### src/rtl/imem_loader.sv
// imem_loader: loads a length-prefixed byte stream into instruction memory.
// It assembles big-endian 32-bit words and holds the CPU in reset until the image is complete.
// Ports:
//   clk, reset (async, active-high)
//   start            begin a new load (honoured in IDLE/DONE/ERR)
//   in_data/in_valid/in_ready   byte stream handshake
//   mem_we/mem_addr/mem_wd      instruction-memory write port (one-cycle strobe)
//   cpu_hold, done, err, words_loaded   status
module imem_loader #(
    parameter int ADDR_W    = 11,
    parameter int MAX_WORDS = 1024
) (
    input  logic              clk,
    input  logic              reset,
    input  logic              start,
    input  logic [7:0]        in_data,
    input  logic              in_valid,
    output logic              in_ready,
    output logic              mem_we,
    output logic [ADDR_W-1:0] mem_addr,
    output logic [31:0]       mem_wd,
    output logic              cpu_hold,
    output logic              done,
    output logic              err,
    output logic [15:0]       words_loaded
);
    localparam logic [2:0] S_IDLE   = 3'd0;
    localparam logic [2:0] S_LEN_HI = 3'd1;
    localparam logic [2:0] S_LEN_LO = 3'd2;
    localparam logic [2:0] S_DATA   = 3'd3;
    localparam logic [2:0] S_WRITE  = 3'd4;
    localparam logic [2:0] S_DONE   = 3'd5;
    localparam logic [2:0] S_ERR    = 3'd6;

    logic [2:0]  state;
    logic [15:0] len;
    logic [15:0] len_full;
    logic [15:0] words_next;
    logic [23:0] sh;
    logic [1:0]  cnt;

    assign in_ready   = (state == S_LEN_HI) || (state == S_LEN_LO) || (state == S_DATA);
    assign mem_we     = (state == S_WRITE);
    assign done       = (state == S_DONE);
    assign err        = (state == S_ERR);
    assign cpu_hold   = (state != S_DONE);
    assign len_full   = {len[15:8], in_data};
    assign words_next = words_loaded + 16'd1;

    // in_ready is 1 in every receive state, so in_valid alone marks a transfer there
    always_ff @(posedge clk or posedge reset) begin
        if (reset) begin
            state        <= S_IDLE;
            len          <= '0;
            sh           <= '0;
            cnt          <= '0;
            mem_addr     <= '0;
            mem_wd       <= '0;
            words_loaded <= '0;
        end else begin
            case (state)
                S_IDLE, S_DONE, S_ERR: begin
                    if (start) begin
                        state        <= S_LEN_HI;
                        words_loaded <= '0;
                        mem_addr     <= '0;
                        cnt          <= '0;
                    end
                end
                S_LEN_HI: begin
                    if (in_valid) begin
                        len[15:8] <= in_data;
                        state     <= S_LEN_LO;
                    end
                end
                S_LEN_LO: begin
                    if (in_valid) begin
                        len[7:0] <= in_data;
                        state    <= (len_full == 16'd0) ? S_DONE :
                                    (len_full > 16'(MAX_WORDS)) ? S_ERR : S_DATA;
                    end
                end
                S_DATA: begin
                    if (in_valid) begin
                        cnt <= cnt + 2'd1;
                        if (cnt == 2'd3) begin
                            mem_wd <= {sh, in_data};
                            state  <= S_WRITE;
                        end else begin
                            sh <= {sh[15:0], in_data};
                        end
                    end
                end
                S_WRITE: begin
                    words_loaded <= words_next;
                    mem_addr     <= mem_addr + ADDR_W'(1);
                    state        <= (words_next == len) ? S_DONE : S_DATA;
                end
                default: state <= S_IDLE;
            endcase
        end
    end
endmodule

### config.mk
export PLATFORM = sky130hd
export DESIGN_NAME = imem_loader
export DESIGN_NICKNAME = d
export VERILOG_FILES = /design/src/rtl/imem_loader.sv
export SDC_FILE = /design/constraint.sdc
export NUM_CORES = 1
export LEC_CHECK = 0
export BUFFER_PORTS_ARGS = -buffer_cell sky130_fd_sc_hd__buf_2
export CAP_MARGIN = 20
export CORE_MARGIN = 2
export CORE_UTILIZATION = 45
export CTS_BUF_LIST = sky130_fd_sc_hd__clkbuf_8
export DETAILED_ROUTE_END_ITERATION = 16
export PLACE_DENSITY = 0.65
export SLEW_MARGIN = 15
export SYNTH_ARGS = -nofsm -noshare
export SYNTH_HDL_FRONTEND = slang
export SYNTH_SLANG_ARGS = --single-unit
### constraint.sdc
create_clock -name clk -period 6.3 [get_ports clk]
set_input_delay 0.315 -clock clk [delete_from_list [all_inputs] [get_ports clk]]
set_output_delay 0.315 -clock clk [all_outputs]
set_load 0.03 [all_outputs]
After elaboration in Yosys (flattened, before gate mapping)
Index checks and enable logic that the tools add are counted.
Word-level totals
  register bits after elaboration: 104
  input bits: 12
  logic and storage cells: 57
  output and inout port bits: 64
Operators by class
  add/sub/neg operators: 3
  bitwise operators: 1
  reduce and logical (&&, ||, !) cells: 14
  equal/unequal tests: 14
  magnitude comparators: 1
  muxes and demuxes: 16
Operators with widths (number)
  $pmux W16 S2: 1
  $mux W3: 8
  $pmux W11 S2: 1
  $add A16 B1 Y16 const B: 1
  $eq A16 B16 Y1: 1
  $gt A16 B11 Y1 const B: 1
  $logic_not A16 Y1: 1
  $mux W16: 1
  $pmux W3 S5: 1
  $add A11 B1 Y11 const B: 1
  $mux W11: 1
  $eq A3 B3 Y1 const B: 3
  $reduce_and A3 Y1: 3
  $ne A2 B2 Y1 const B: 4
  $eq A3 B2 Y1 const B: 2
  $reduce_and A2 Y1: 3
  $reduce_and A5 Y1: 1
  $mux W2: 2
  $pmux W2 S2: 1
  $reduce_bool A2 Y1: 2
  $eq A3 B1 Y1 const B: 1
  $logic_not A3 Y1: 1
  $ne A3 B3 Y1 const B: 1
  $reduce_or A3 Y1: 1
  5 further kinds: 6

Logic depth before layout (Yosys ltp)
Gate-level depths: netlist of run 1.
  depth after elaboration: 5
  mapped depth: 9
  gate-level depth less buffers: 7

Least setup slack after synthesis of run 1
No wires, ideal clock.
  path kind: register -> register
  start: register words_loaded[0]
  end: register state[1]
  stages on the path, launching flop included: 9
  path buffers: 1
  setup slack: 3978 ps
  library setup time: 136 ps
  data arrival time: 2186 ps
  clock period less this slack: 2322 ps
  required time: 6164 ps
  path through: dfrtp_1 > ha_1 > and4_1 > clkbuf_1 > nand2_1 > o31ai_1 > o22ai_1 > nor4_2 > o211ai_1
On the way
  cells in the longest elaborated chain, start to end: 4
Ends and longest elaborated chain
  start: declaration: RTL line 25  | output logic [15:0] words_loaded
  start signal: assignment: RTL line 95  | words_loaded <= words_next;
  $add A16 B1 Y16: RTL line 48  | assign words_next = words_loaded + 16'd1;
  $eq A16 B16 Y1: RTL line 97  | state <= (words_next == len) ? S_DONE : S_DATA;
  $mux W3: RTL line 97
  $pmux W3 S5: RTL line 61  | case (state)
  end signal: assignment: RTL line 79  | state <= (len_full == 16'd0) ? S_DONE :
  end signal: assignment: RTL line 97
  end: declaration: RTL line 35  | logic [2:0] state;
Every way passes these cells.
A chain may end at the register's enable or synchronous reset.

Worst setup path in the final report of run 1
  start: register state[2]
  end: output mem_we
On the way
  cells in the longest elaborated chain, start to end: 1
Ends and longest elaborated chain
  $eq A3 B3 Y1: RTL line 43  | assign mem_we = (state == S_WRITE);
  end: declaration: RTL line 19  | output logic mem_we,
Every way passes these cells.

==> impl_table.tex, run 1 <==
\begin{tabular}{lr}
\hline
Metric & Value \\
\hline
\multicolumn{2}{l}{\textbf{Run status}} \\
\quad Status & finished, final reports clean \\
\multicolumn{2}{l}{\textbf{Worst setup path}} \\
\quad Maximum fanout encountered on the critical timing path & 33 \\
\quad Critical path class & flip-flop to primary output \\
\quad Arrival time reported for the critical path endpoint & 2.55 ns \\
\quad Flop-to-flop setup slack & 3.92 ns \\
\quad Worst path required time & 5.98 ns \\
\quad FF-to-FF Start & words\_loaded[0]\$\_DFFE\_PP0P\_ \\
\quad Crit end category & primary output \\
\quad Origin of the worst setup path & state[2]\$\_DFFE\_PP0P\_ \\
\quad CP Launch Type & flip-flop \\
\multicolumn{2}{l}{\textbf{Synthesis}} \\
\quad Average cell area after synthesis & 11.5 um2 \\
\quad Leading post-synthesis cells by cell area & dfrtp\_1 (52\%), mux2\_2 (16\%), o21ai\_0 (4.3\%) \\
\quad Primary FF master, synth & dfrtp\_1 \\
\quad Yosys warns & 0 \\
\quad Share of the synthesized area in the top cell type & 51.8\% \\
\quad Cell accounting for the most synthesized area & dfrtp\_1 \\
\quad Share of flip-flops with an asynchronous set or reset after synthesis & 100\% \\
\quad Syn Inst Count & 439 \\
\quad Count of state elements after synthesis & 104 \\
\quad Sequential element share of the synthesized area & 51.8\% \\
\quad Number of unique standard cell types used by synthesis & 48 \\
\quad Cell Area, Synth & 0.00503 mm2 \\
\quad Synthesized Nets & 454 \\
\quad Number of flops mapped to enable cells by yosys & 0 \\
\multicolumn{2}{l}{\textbf{Clock tree}} \\
\quad Root Buffer & clkbuf\_8 \\
\quad Number of buffers created by CTS & 9 \\
\quad Clock tree sinks & 104 \\
\quad Clock slew at reported path FFs & 0.10 ns \\
\quad Worst-case clock buffer depth & 2 \\
\quad CTS-repair resized insts & 0 \\
\quad Buffer count from post-CTS setup fixing & 0 \\
\quad Clock tree from TritonCTS & built \\
\quad Clock insertion delay at the later pin of the skew report & 0.39 ns \\
\quad Depth of the CTS H-tree & 3 \\
\multicolumn{2}{l}{\textbf{Routing}} \\
\quad Via density per instance & 5.48 \\
\quad Post-route DRC & 0 \\
\quad Number of iterations in the first detailed-routing pass & 4 \\
\quad Vias & 3552 \\
\quad Routed WL per cell & 16.4 um \\
\quad Remaining antenna violation count after routing & 0 \\
\quad Detailed router's first-iteration violation count & 240 \\
\quad Final WL & 10.6 mm \\
\multicolumn{2}{l}{\textbf{STA}} \\
\quad Max Clk Rate & 0.349 GHz \\
\quad Final Hold Viols & 0 \\
\quad Post-route worst hold slack & 0.237 ns \\
\quad Post-Route Skew & 0.00800 ns \\
\quad Total of endpoints with negative setup slack in the final report & 0 \\
\quad Post-layout minimum cycle time & 2.87 ns \\
\quad Setup TNS & 0 ns \\
\quad Max-slew violations & 0 \\
\quad Actual transition at the worst max-transition pin & 0.757 ns \\
\quad Final cycle utilization of the critical path & 45.5\% \\
\quad Setup repair after global routing missed its margin & no \\
\quad Remaining max-slew budget at the tightest pin & 49.5\% \\
\multicolumn{2}{l}{\textbf{Global route}} \\
\quad Global-route congestion overflow total & 0 \\
\quad Vias in the first global route & 3393 \\
\quad Number of antenna violations at the first check in global routing & 0 \\
\quad Global-route usage over all layers & 19.0\% \\
\quad Global-route wire length before repair & 17.5 mm \\
\quad Pin count of the biggest net entering global routing & 62 \\
\multicolumn{2}{l}{\textbf{Final layout}} \\
\quad Diodes inserted & 0 \\
\quad Syn-to-layout area delta & 12.9\% \\
\quad Share of final-layout standard cells stronger than drive strength 1 & 35.8\% \\
\quad Number of inserted filler cells in the final layout & 985 \\
\quad Utilization after layout & 52.1\% \\
\quad Number of standard cells in the layout, taps in and fillers out & 648 \\
\quad Post-layout net count & 518 \\
\multicolumn{2}{l}{\textbf{Floorplanning}} \\
\quad Floorplan core area & 0.0109 mm2 \\
\quad Die W & 110 um \\
\quad Vert. Die Dim & 110 um \\
\quad Initial core utilization & 46.2\% \\
\quad Top-level I/O count & 76 \\
\quad Die outline area & 0.0120 mm2 \\
\quad Standard-cell rows & 38 \\
\multicolumn{2}{l}{\textbf{Hold path}} \\
\quad Hold Startpoint & in\_data[1] \\
\quad HP Class & input port to flip-flop \\
\multicolumn{2}{l}{\textbf{Place}} \\
\quad Final GP Congestion & 0.832 \\
\quad Total placed cells including tap cells & 631 \\
\quad Post-detailed-placement half-perimeter wirelength & 7.11 mm \\
\quad Count of buffers inserted at the top-level ports & 75 \\
\multicolumn{2}{l}{\textbf{Run}} \\
\quad Number of maximum-capacitance violations & 0 \\
\multicolumn{2}{l}{\textbf{Pwr}} \\
\quad Leakage & 2.80 nW \\
\quad Worst ir drop on vdd & 220 uV \\
\quad Power density over the cells & 370 mW/mm2 \\
\hline
\end{tabular}
cells by family after synthesis:
kind of cell / synth area share (%)
AND/OR/NAND/NOR: 12.7
multiplexers: 16.7
adder cells (fa/ha/maj): 0.747
flip-flops: 51.8
AO/OA/AOI/OAI: 8.73
buffers and inverters: 4.13
XOR/XNOR: 5.23
cell usage after synthesis, types with 5 or more instances:
cell type,instances
nand3_1,10
dfrtp_1,104
nand4_1,7
nor3_1,5
nor2_1,28
inv_1,6
clkbuf_1,16
nor4_1,6
a21oi_1,11
mux2_2,73
nand2_1,33
xnor2_1,16
o31ai_1,7
and3_1,8
o21ai_0,43
xor2_1,14
routing by layer:
layer	wire (um)	part of all wire, %	track usage (%)
met5	0	0	0
met4	216	2.0	7.50
met3	542	5.1	4.62
met2	4990	47	29.4
met1	4850	46	25.9
final timing paths:
path                                           to  depth (start not counted)
setup / recovery                           mem_we                          5
hold / removal                  sh[1]$_DFFE_PP0P_                          2
setup reg to reg             state[1]$_DFFE_PP0P_                          7
hold reg to reg             mem_wd[3]$_DFFE_PP0P_                          1
max in group asynchronous  mem_wd[30]$_DFFE_PP0P_                          4
min in group asynchronous   mem_wd[6]$_DFFE_PP0P_                          3
worst max-delay path, stage by stage, from the launching register on:
cell and delay (ns):
dfrtp_1 0.57, nor2b_1 0.46, nand2b_1 0.10, buf_4 0.25, inv_1 0.46, buf_2 0.30
sequential cells by signal (all words and copies together), names as in the netlist:
name and cells:
words_loaded 16, sh 24, state 3, mem_wd 32
mem_addr 11, len 16, cnt 2
final cells by class:
type                    instances  area [um2]  share of cell area [%]
flip-flops and latches        104        2600                    45.8
multi-input cells             301        2220                    39.2
repair buffers                 81         423                    7.45
well taps                     140         175                    3.09
clock buffers                   9         124                    2.18
clock inverters                 7         103                    1.81
inverters                       6        25.0                   0.441
stage by stage:
stage | power (W) | setup slack (ns) | instance area [um2]
final | 0.00210 | 3.43 | 5680
after global routing | 0.00224 | 3.20 | 5680
after CTS | 0.00212 | 3.43 | 5680
after detailed placement | 0.00164 | 3.88 | 5440
after global placement | 0.00162 | 3.93 | 5440
after floorplan | 0.00148 | 3.25 | 5030
report_power, final:
group / total, W / leakage (nW) / internal (W) / switching [W]
clock: 0.000477 / 0.116 / 0.000229 / 0.000247
combinational: 0.000633 / 1.31 / 0.000303 / 0.000330
sequential: 0.000991 / 1.37 / 0.000831 / 0.000159
total: 0.00210 / 2.80 / 0.00136 / 0.000736
repair_timing:
| action | in CTS | in global routing |
|---|---|---|
| hold endpoints to repair | 26 | 0 |
| setup endpoints to repair | 0 | 0 |
| hold buffers | 1 | 0 |
cells in the final DEF (no fill, tap or decap), types with 2 or more instances in the layout:
cell type and n:
nand4_1 7, nand2_1 33, ha_1 3, clkbuf_8 9, bufinv_16 2, and4_1 3
nor2b_1 3, mux2_2 73, nor2_1 28, buf_4 5, nor4_1 6, buf_2 75
nor3_1 5, and3_1 8, o211ai_1 2, a22o_1 3, nand3_1 10, mux2i_1 2
xor2_1 14, o21ai_0 43, a21oi_1 11, dfrtp_1 104, and3_2 2, o31ai_1 7
inv_6 2, o22ai_1 2, inv_1 5, xnor2_1 16
(Power assumes the default switching activity.)
==> run 2, diff against run 1 <==
PLACE_DENSITY = 0.68   (was 0.65)
clock period = 2.5 ns   (was 6.3 ns; I/O delays follow)
==> run 2 against run 1 <==
  * Via count increased by 1.5%
  * Routed wire length rose by 0.49%
  * Critical path depth is 2 higher
  * Global-route usage decreased by 0.48 points
  * Clock-buffer cell count stayed put
  * Sequential power grew 150%
  * Clock skew is 0.016 ns higher
  * Total power up 150%
  * Utilization rose by 0.55 points
  * Worst setup slack lost 3.3 ns
==> impl_table.tex, run 2 (synthesis results as in run 1) <==
\begin{tabular}{lr}
\hline
Metric & Value \\
\hline
\multicolumn{2}{l}{\textbf{Floorplanning}} \\
\quad Vert. Die Dim & 110 um (unchanged) \\
\quad Initial core utilization & 46.2\% (unchanged) \\
\quad Standard-cell rows & 38 (unchanged) \\
\quad Die outline area & 0.0120 mm2 (unchanged) \\
\quad Floorplan core area & 0.0109 mm2 (unchanged) \\
\quad Die W & 110 um (unchanged) \\
\quad Top-level I/O count & 76 (unchanged) \\
\multicolumn{2}{l}{\textbf{Place}} \\
\quad Final GP Congestion & 0.871 (was 0.832) \\
\quad Worst setup timing slack at the placement stage & 0.165 ns (was 3.88 ns) \\
\quad Count of buffers inserted at the top-level ports & 75 (unchanged) \\
\quad Post-detailed-placement half-perimeter wirelength & 7.37 mm (was 7.11 mm) \\
\multicolumn{2}{l}{\textbf{Pwr}} \\
\quad Power density over the cells & 906 mW/mm2 (was 370 mW/mm2) \\
\quad Sw Pwr & 0.00191 W (was 0.000736 W) \\
\quad Switching portion of total power & 36.8\% (was 35.1\%) \\
\quad Sequential power share & 47.6\% (was 47.2\%) \\
\quad Internal cell power & 0.00328 W (was 0.00136 W) \\
\quad Logic gate share of total power & 32.1\% (was 30.1\%) \\
\quad Leakage & 2.83 nW (was 2.80 nW) \\
\quad Worst ir drop on vdd & 528 uV (was 220 uV) \\
\quad Proportion of power drawn by the clock network & 20.3\% (was 22.7\%) \\
\quad Total power of the final layout & 0.00520 W (was 0.00210 W) \\
\multicolumn{2}{l}{\textbf{Worst setup path}} \\
\quad Slowest cell on crit path & dfrtp\_1 (unchanged) \\
\quad Critical path class & flip-flop to flip-flop (was flip-flop to primary output) \\
\quad Worst path required time & 2.72 ns (was 5.98 ns) \\
\quad WP buf/inv & 0 (was 3) \\
\quad Largest stage delay, worst path & 0.48 ns (was 0.57 ns) \\
\quad Arrival time reported for the critical path endpoint & 2.54 ns (was 2.55 ns) \\
\quad Cell class contributing the biggest share of worst-path delay & simple AND/OR/NAND/NOR gates (was buffers and inverters) \\
\quad Maximum fanout encountered on the critical timing path & 6 (was 33) \\
\quad Cell Chain, Critical Path & ha\_1 -> and4\_1 -> nand2\_1 -> o31ai\_1 -> o22ai\_1 -> nor4\_2 -> o211ai\_1 (was nor2b\_1 -> nand2b\_1 -> buf\_4 -> inv\_1 -> buf\_2) \\
\quad Crit end category & flip-flop (was primary output) \\
\quad CP Launch Type & flip-flop (unchanged) \\
\quad Flop-to-flop setup slack & 0.18 ns (was 3.92 ns) \\
\multicolumn{2}{l}{\textbf{Final layout}} \\
\quad Diodes inserted & 0 (unchanged) \\
\quad Share of final-layout standard cells stronger than drive strength 1 & 37.1\% (was 35.8\%) \\
\quad Number of inserted filler cells in the final layout & 962 (was 985) \\
\quad Commonest cells after routing, fill and taps aside & dfrtp\_1 (103), buf\_2 (75), mux2\_2 (73) (was dfrtp\_1 (104), buf\_2 (75), mux2\_2 (73)) \\
\quad Largest register FFs & 32 (unchanged) \\
\quad Post-layout net count & 527 (was 518) \\
\quad Register name with the most flops & mem\_wd (unchanged) \\
\quad Top Registers & mem\_wd x32, sh x24 (unchanged) \\
\quad Commonest non-fill, non-tap cell in the layout & dfrtp\_1 (unchanged) \\
\quad Syn-to-layout area delta & 14.1\% (was 12.9\%) \\
\multicolumn{2}{l}{\textbf{STA}} \\
\quad Final Hold Viols & 0 (unchanged) \\
\quad Max-slew violations & 0 (unchanged) \\
\quad Setup repair after global routing missed its margin & no (unchanged) \\
\quad Total of endpoints with negative setup slack in the final report & 0 (unchanged) \\
\quad Remaining max-slew budget at the tightest pin & 44.7\% (was 49.5\%) \\
\quad Actual transition at the worst max-transition pin & 0.828 ns (was 0.757 ns) \\
\quad Final cycle utilization of the critical path & 92.6\% \\
\quad Max Clk Rate & 0.432 GHz \\
\quad Setup TNS & 0 ns (unchanged) \\
\quad Post-Route Skew & 0.0245 ns (was 0.00800 ns) \\
\quad Post-layout minimum cycle time & 2.32 ns \\
\quad Slack of the critical path & 0.184 ns (was 3.43 ns) \\
\multicolumn{2}{l}{\textbf{Global route}} \\
\quad Vias in the first global route & 3534 (was 3393) \\
\quad GR Layer Usage met1 & 24.5\% (was 25.9\%) \\
\quad Met2 routing resource usage after global routing & 30.2\% (was 29.4\%) \\
\quad Global-route usage over all layers & 18.6\% (was 19.0\%) \\
\quad Pin count of the biggest net entering global routing & 49 (was 62) \\
\quad Global-route wire length before repair & 17.5 mm (about the same) \\
\quad Met3 Use GR & 4.80\% (was 4.62\%) \\
\quad Global-route congestion overflow total & 0 (unchanged) \\
\quad Number of antenna violations at the first check in global routing & 0 (unchanged) \\
\quad Layer with the highest usage & met2 (unchanged) \\
\multicolumn{2}{l}{\textbf{Routing}} \\
\quad Routed WL per cell & 16.2 um (was 16.4 um) \\
\quad Vias & 3607 (was 3552) \\
\quad Via density per instance & 5.49 (was 5.48) \\
\quad Detailed router's first-iteration violation count & 225 (was 240) \\
\quad Number of iterations in the first detailed-routing pass & 4 (unchanged) \\
\quad Final WL & 10.7 mm (was 10.6 mm) \\
\quad Remaining antenna violation count after routing & 0 (unchanged) \\
\quad Post-route DRC & 0 (unchanged) \\
\multicolumn{2}{l}{\textbf{Clock tree}} \\
\quad Depth of the CTS H-tree & 3 (unchanged) \\
\quad Clock tree sinks & 104 (unchanged) \\
\quad Clock tree from TritonCTS & built (unchanged) \\
\quad Clock slew at reported path FFs & 0.12 ns (was 0.10 ns) \\
\quad Clock insertion delay at the later pin of the skew report & 0.37 ns (was 0.39 ns) \\
\quad Number of buffers created by CTS & 9 (unchanged) \\
\quad Worst-case clock buffer depth & 2 (unchanged) \\
\quad Buffer count from post-CTS setup fixing & 0 (unchanged) \\
\quad Root Buffer & clkbuf\_8 (unchanged) \\
\multicolumn{2}{l}{\textbf{Hold path}} \\
\quad HP Class & input port to flip-flop (unchanged) \\
\multicolumn{2}{l}{\textbf{Run status}} \\
\quad Status & finished, final reports clean (unchanged) \\
\multicolumn{2}{l}{\textbf{Run}} \\
\quad Number of maximum-capacitance violations & 0 (unchanged) \\
\hline
\end{tabular}
## run 2: cell count changes in the layout (fill, tap and decap cells not counted), moves of 2 or more
cell	delta
buf_4	+8
clkinv_8	+2
clkinvlp_4	+2
bufinv_16	-2
## run 2: cell type report
class,count,area [um2],share of cell area [%]
Sequential cell,104,2600,45.4
Clock buffer,9,124,2.16
Timing Repair Buffer,90,503,8.77
Multi-Input combinational cell,301,2220,38.8
Clock inverter,7,80.1,1.40
Tap cell,140,175,3.05
Inverter,6,26.3,0.458
## run 2: final timing paths
path	start	end	cells after the start
max	words_loaded[1]$_DFFE_PP0P_	state[1]$_DFFE_PP0P_	7
min	in_data[5]	mem_wd[5]$_DFFE_PP0P_	2
max reg2reg	words_loaded[1]$_DFFE_PP0P_	state[1]$_DFFE_PP0P_	7
min reg2reg	sh[17]$_DFFE_PP0P_	sh[17]$_DFFE_PP0P_	1
max in group asynchronous	reset	mem_wd[13]$_DFFE_PP0P_	4
min in group asynchronous	reset	mem_wd[3]$_DFFE_PP0P_	3
## run 2: per-stage QoR
step,hold WS (ns),instances,utilization (%),instance area (um2)
after detailed placement,0.327,640,50.7,5520
after CTS,0.0492,657,52.7,5740
after global placement,0.312,640,50.7,5520
after global routing,0.0470,657,52.7,5740
after floorplan,0.276,439,-,5030
final,0.0701,657,52.7,5740
## run 2: routing by layer
layer / vias to the layer above / wire length [um]
met5: - / 0
met4: 0 / 146
met1: 1796 / 4790
met3: 18 / 539
met2: 94 / 5170
li1: 1699 / -
## run 2: timing repair
item                                   CTS  global route
endpoints found under the hold margin   37             0
setup endpoints to repair                0             2
hold buffers                             1             0
resized for setup                        0             1
## run 2: power groups by stage
| stage | logic, W | clock network, W | registers, W |
|---|---|---|---|
| 3_5_place_dp | 0.00167 | 0 | 0.00251 |
| 5_1_grt | 0.00183 | 0.00116 | 0.00254 |
| 3_3_place_gp | 0.00163 | 0 | 0.00248 |
| 2_1_floorplan | 0.00124 | 0 | 0.00248 |
| 6_report | 0.00167 | 0.00106 | 0.00247 |
| 4_1_cts | 0.00169 | 0.00110 | 0.00248 |
==> run 3, diff against run 2 <==
CORE_UTILIZATION = 53   (was 45)
PLACE_DENSITY = 0.78   (was 0.68)
==> run 3 against run 2 <==
  * Sequential power is essentially flat
  * Highest routed layer unchanged
  * Critical path depth down 3
  * Sequential cell count stayed put
  * Worst setup slack got worse by 0.0036 ns
  * Utilization is 9.2 points higher
  * Largest power group unchanged
  * First-iteration DRC count is 40% lower
  * Worst hold slack got worse by 0.0050 ns
  * Critical path type is now flip-flop to primary output
==> impl_table.tex, run 3 (synthesis results as in run 1) <==
\begin{tabular}{lr}
\hline
Metric & Value \\
\hline
\multicolumn{2}{l}{\textbf{Run status}} \\
\quad Status & finished, final reports clean (unchanged) \\
\multicolumn{2}{l}{\textbf{Worst setup path}} \\
\quad CP Launch Type & flip-flop (unchanged) \\
\quad Crit end category & primary output (was flip-flop) \\
\quad Flop-to-flop setup slack & 0.21 ns (was 0.18 ns) \\
\quad Cell Chain, Critical Path & nor2b\_2 -> nand2b\_1 -> inv\_1 -> buf\_2 (was ha\_1 -> and4\_1 -> nand2\_1 -> o31ai\_1 -> o22ai\_1 -> nor4\_2 -> o211ai\_1) \\
\quad Maximum fanout encountered on the critical timing path & 16 (was 6) \\
\quad Worst path required time & 2.38 ns (was 2.72 ns) \\
\quad Arrival time reported for the critical path endpoint & 2.19 ns (was 2.54 ns) \\
\quad Largest stage delay, worst path & 0.56 ns (was 0.48 ns) \\
\quad Critical path class & flip-flop to primary output (was flip-flop to flip-flop) \\
\quad Slowest cell on crit path & dfrtp\_1 (unchanged) \\
\multicolumn{2}{l}{\textbf{STA}} \\
\quad Total of endpoints with negative setup slack in the final report & 0 (unchanged) \\
\quad Actual transition at the worst max-transition pin & 0.631 ns (was 0.828 ns) \\
\quad Post-route worst hold slack & 0.0651 ns (was 0.0701 ns) \\
\quad Setup TNS & 0 ns (unchanged) \\
\quad Final Hold Viols & 0 (unchanged) \\
\quad Final cycle utilization of the critical path & 92.8\% (was 92.6\%) \\
\quad Setup repair after global routing missed its margin & no (unchanged) \\
\quad Post-Route Skew & 0.0162 ns (was 0.0245 ns) \\
\quad Remaining max-slew budget at the tightest pin & 57.9\% (was 44.7\%) \\
\quad Max Clk Rate & 0.431 GHz (was 0.432 GHz) \\
\quad Post-layout minimum cycle time & 2.32 ns (about the same) \\
\quad Max-slew violations & 0 (unchanged) \\
\multicolumn{2}{l}{\textbf{Floorplanning}} \\
\quad Standard-cell rows & 35 (was 38) \\
\quad Top-level I/O count & 76 (unchanged) \\
\quad Initial core utilization & 54.4\% (was 46.2\%) \\
\quad Die outline area & 0.0103 mm2 (was 0.0120 mm2) \\
\quad Die W & 101 um (was 110 um) \\
\quad Vert. Die Dim & 101 um (was 110 um) \\
\quad Floorplan core area & 0.00924 mm2 (was 0.0109 mm2) \\
\multicolumn{2}{l}{\textbf{Pwr}} \\
\quad Worst ir drop on vdd & 612 uV (was 528 uV) \\
\quad Leakage & 2.82 nW (was 2.83 nW) \\
\quad Power density over the cells & 922 mW/mm2 (was 906 mW/mm2) \\
\multicolumn{2}{l}{\textbf{Global route}} \\
\quad Number of antenna violations at the first check in global routing & 0 (unchanged) \\
\quad Pin count of the biggest net entering global routing & 55 (was 49) \\
\quad Global-route wire length before repair & 17.2 mm (was 17.5 mm) \\
\quad Vias in the first global route & 3460 (was 3534) \\
\quad Global-route usage over all layers & 21.4\% (was 18.6\%) \\
\quad Global-route congestion overflow total & 0 (unchanged) \\
\multicolumn{2}{l}{\textbf{Clock tree}} \\
\quad Number of buffers created by CTS & 9 (unchanged) \\
\quad Clock tree sinks & 104 (unchanged) \\
\quad Root Buffer & clkbuf\_8 (unchanged) \\
\quad Depth of the CTS H-tree & 3 (unchanged) \\
\quad Buffer count from post-CTS setup fixing & 0 (unchanged) \\
\quad Worst-case clock buffer depth & 2 (unchanged) \\
\quad Clock insertion delay at the later pin of the skew report & 0.37 ns (about the same) \\
\quad Clock slew at reported path FFs & 0.11 ns (was 0.12 ns) \\
\quad Clock tree from TritonCTS & built (unchanged) \\
\multicolumn{2}{l}{\textbf{Final layout}} \\
\quad Register name with the most flops & mem\_wd (unchanged) \\
\quad Diodes inserted & 0 (unchanged) \\
\quad Syn-to-layout area delta & 13.7\% (was 14.1\%) \\
\quad Top Registers & mem\_wd x32, sh x24 (unchanged) \\
\quad Commonest non-fill, non-tap cell in the layout & dfrtp\_1 (unchanged) \\
\quad Post-layout net count & 523 (was 527) \\
\quad Share of final-layout standard cells stronger than drive strength 1 & 36.8\% (was 37.1\%) \\
\quad Largest register FFs & 32 (unchanged) \\
\quad Commonest cells after routing, fill and taps aside & dfrtp\_1 (104), buf\_2 (75), mux2\_2 (73) (was dfrtp\_1 (103), buf\_2 (75), mux2\_2 (73)) \\
\multicolumn{2}{l}{\textbf{Routing}} \\
\quad Detailed router's first-iteration violation count & 134 (was 225) \\
\quad Vias & 3556 (was 3607) \\
\quad Routed WL per cell & 16.2 um (about the same) \\
\quad Final WL & 10.4 mm (was 10.7 mm) \\
\quad Via density per instance & 5.54 (was 5.49) \\
\quad Number of iterations in the first detailed-routing pass & 4 (unchanged) \\
\quad Remaining antenna violation count after routing & 0 (unchanged) \\
\quad Post-route DRC & 0 (unchanged) \\
\multicolumn{2}{l}{\textbf{Hold path}} \\
\quad HP Class & input port to flip-flop (unchanged) \\
\multicolumn{2}{l}{\textbf{Run}} \\
\quad Number of maximum-capacitance violations & 0 (unchanged) \\
\multicolumn{2}{l}{\textbf{Place}} \\
\quad Final GP Congestion & 0.932 (was 0.871) \\
\quad Post-detailed-placement half-perimeter wirelength & 7.21 mm (was 7.37 mm) \\
\quad Count of buffers inserted at the top-level ports & 75 (unchanged) \\
\hline
\end{tabular}
-- run 3: what timing repair did --
action,in CTS,in global routing
hold buffers,1,0
resized for setup,0,2
setup endpoints to repair,0,2
endpoints found under the hold margin,26,0
-- run 3: path summary, 6_finish.rpt --
| check | startpoint | to | depth (start not counted) |
|---|---|---|---|
| max reg2reg | words_loaded[1]$_DFFE_PP0P_ | state[1]$_DFFE_PP0P_ | 7 |
| min reg2reg | mem_wd[29]$_DFFE_PP0P_ | mem_wd[29]$_DFFE_PP0P_ | 1 |
| min | in_data[0] | sh[0]$_DFFE_PP0P_ | 2 |
| max | state[2]$_DFFE_PP0P_ | mem_we | 4 |
| min in group asynchronous | reset | mem_wd[4]$_DFFE_PP0P_ | 3 |
| max in group asynchronous | reset | words_loaded[3]$_DFFE_PP0P_ | 4 |
-- run 3: routing by layer --
layer	global-route usage (%)	share of wire [%]	vias up	wire, um
met5	0	0	-	0
met4	5.82	1.1	0	109
met3	5.11	5.3	9	545
met2	35.4	50	91	5180
met1	28.4	44	1763	4550
li1	-	-	1693	-
-- run 3: power by group --
group          internal, W  leakage, nW  switching, W
Combinational     0.000791         1.34      0.000897
Clock             0.000494        0.111      0.000628
Sequential         0.00210         1.37      0.000366
Total              0.00338         2.82       0.00189
-- run 3: final cells by class --
class                   instances  area [um2]
repair buffers                 86         473
inverters                       6        26.3
well taps                     129         161
clock buffers                   9         124
flip-flops and latches        104        2600
multi-input cells             301        2230
clock inverters                 7        95.1
fillers                       760        3520
-- run 3: critical path, delay by kind of cell, from the launching register on --
family	cells	cell delay, ns
simple gates	2	0.49
flops	1	0.56
buf+inv	2	0.77
-- run 3: stage by stage --
stage | total power [W] | area (um2) | util, % | setup WS [ns] | cells
floorplan | 0.00372 | 5030 | - | 0.178 | 439
global placement | 0.00410 | 5480 | 59.3 | 0.322 | 625
detailed placement | 0.00418 | 5480 | 59.3 | 0.217 | 625
CTS | 0.00532 | 5710 | 61.8 | 0.0630 | 642
global route | 0.00562 | 5720 | 61.9 | 0.0439 | 642
finish | 0.00527 | 5720 | 61.9 | 0.180 | 642
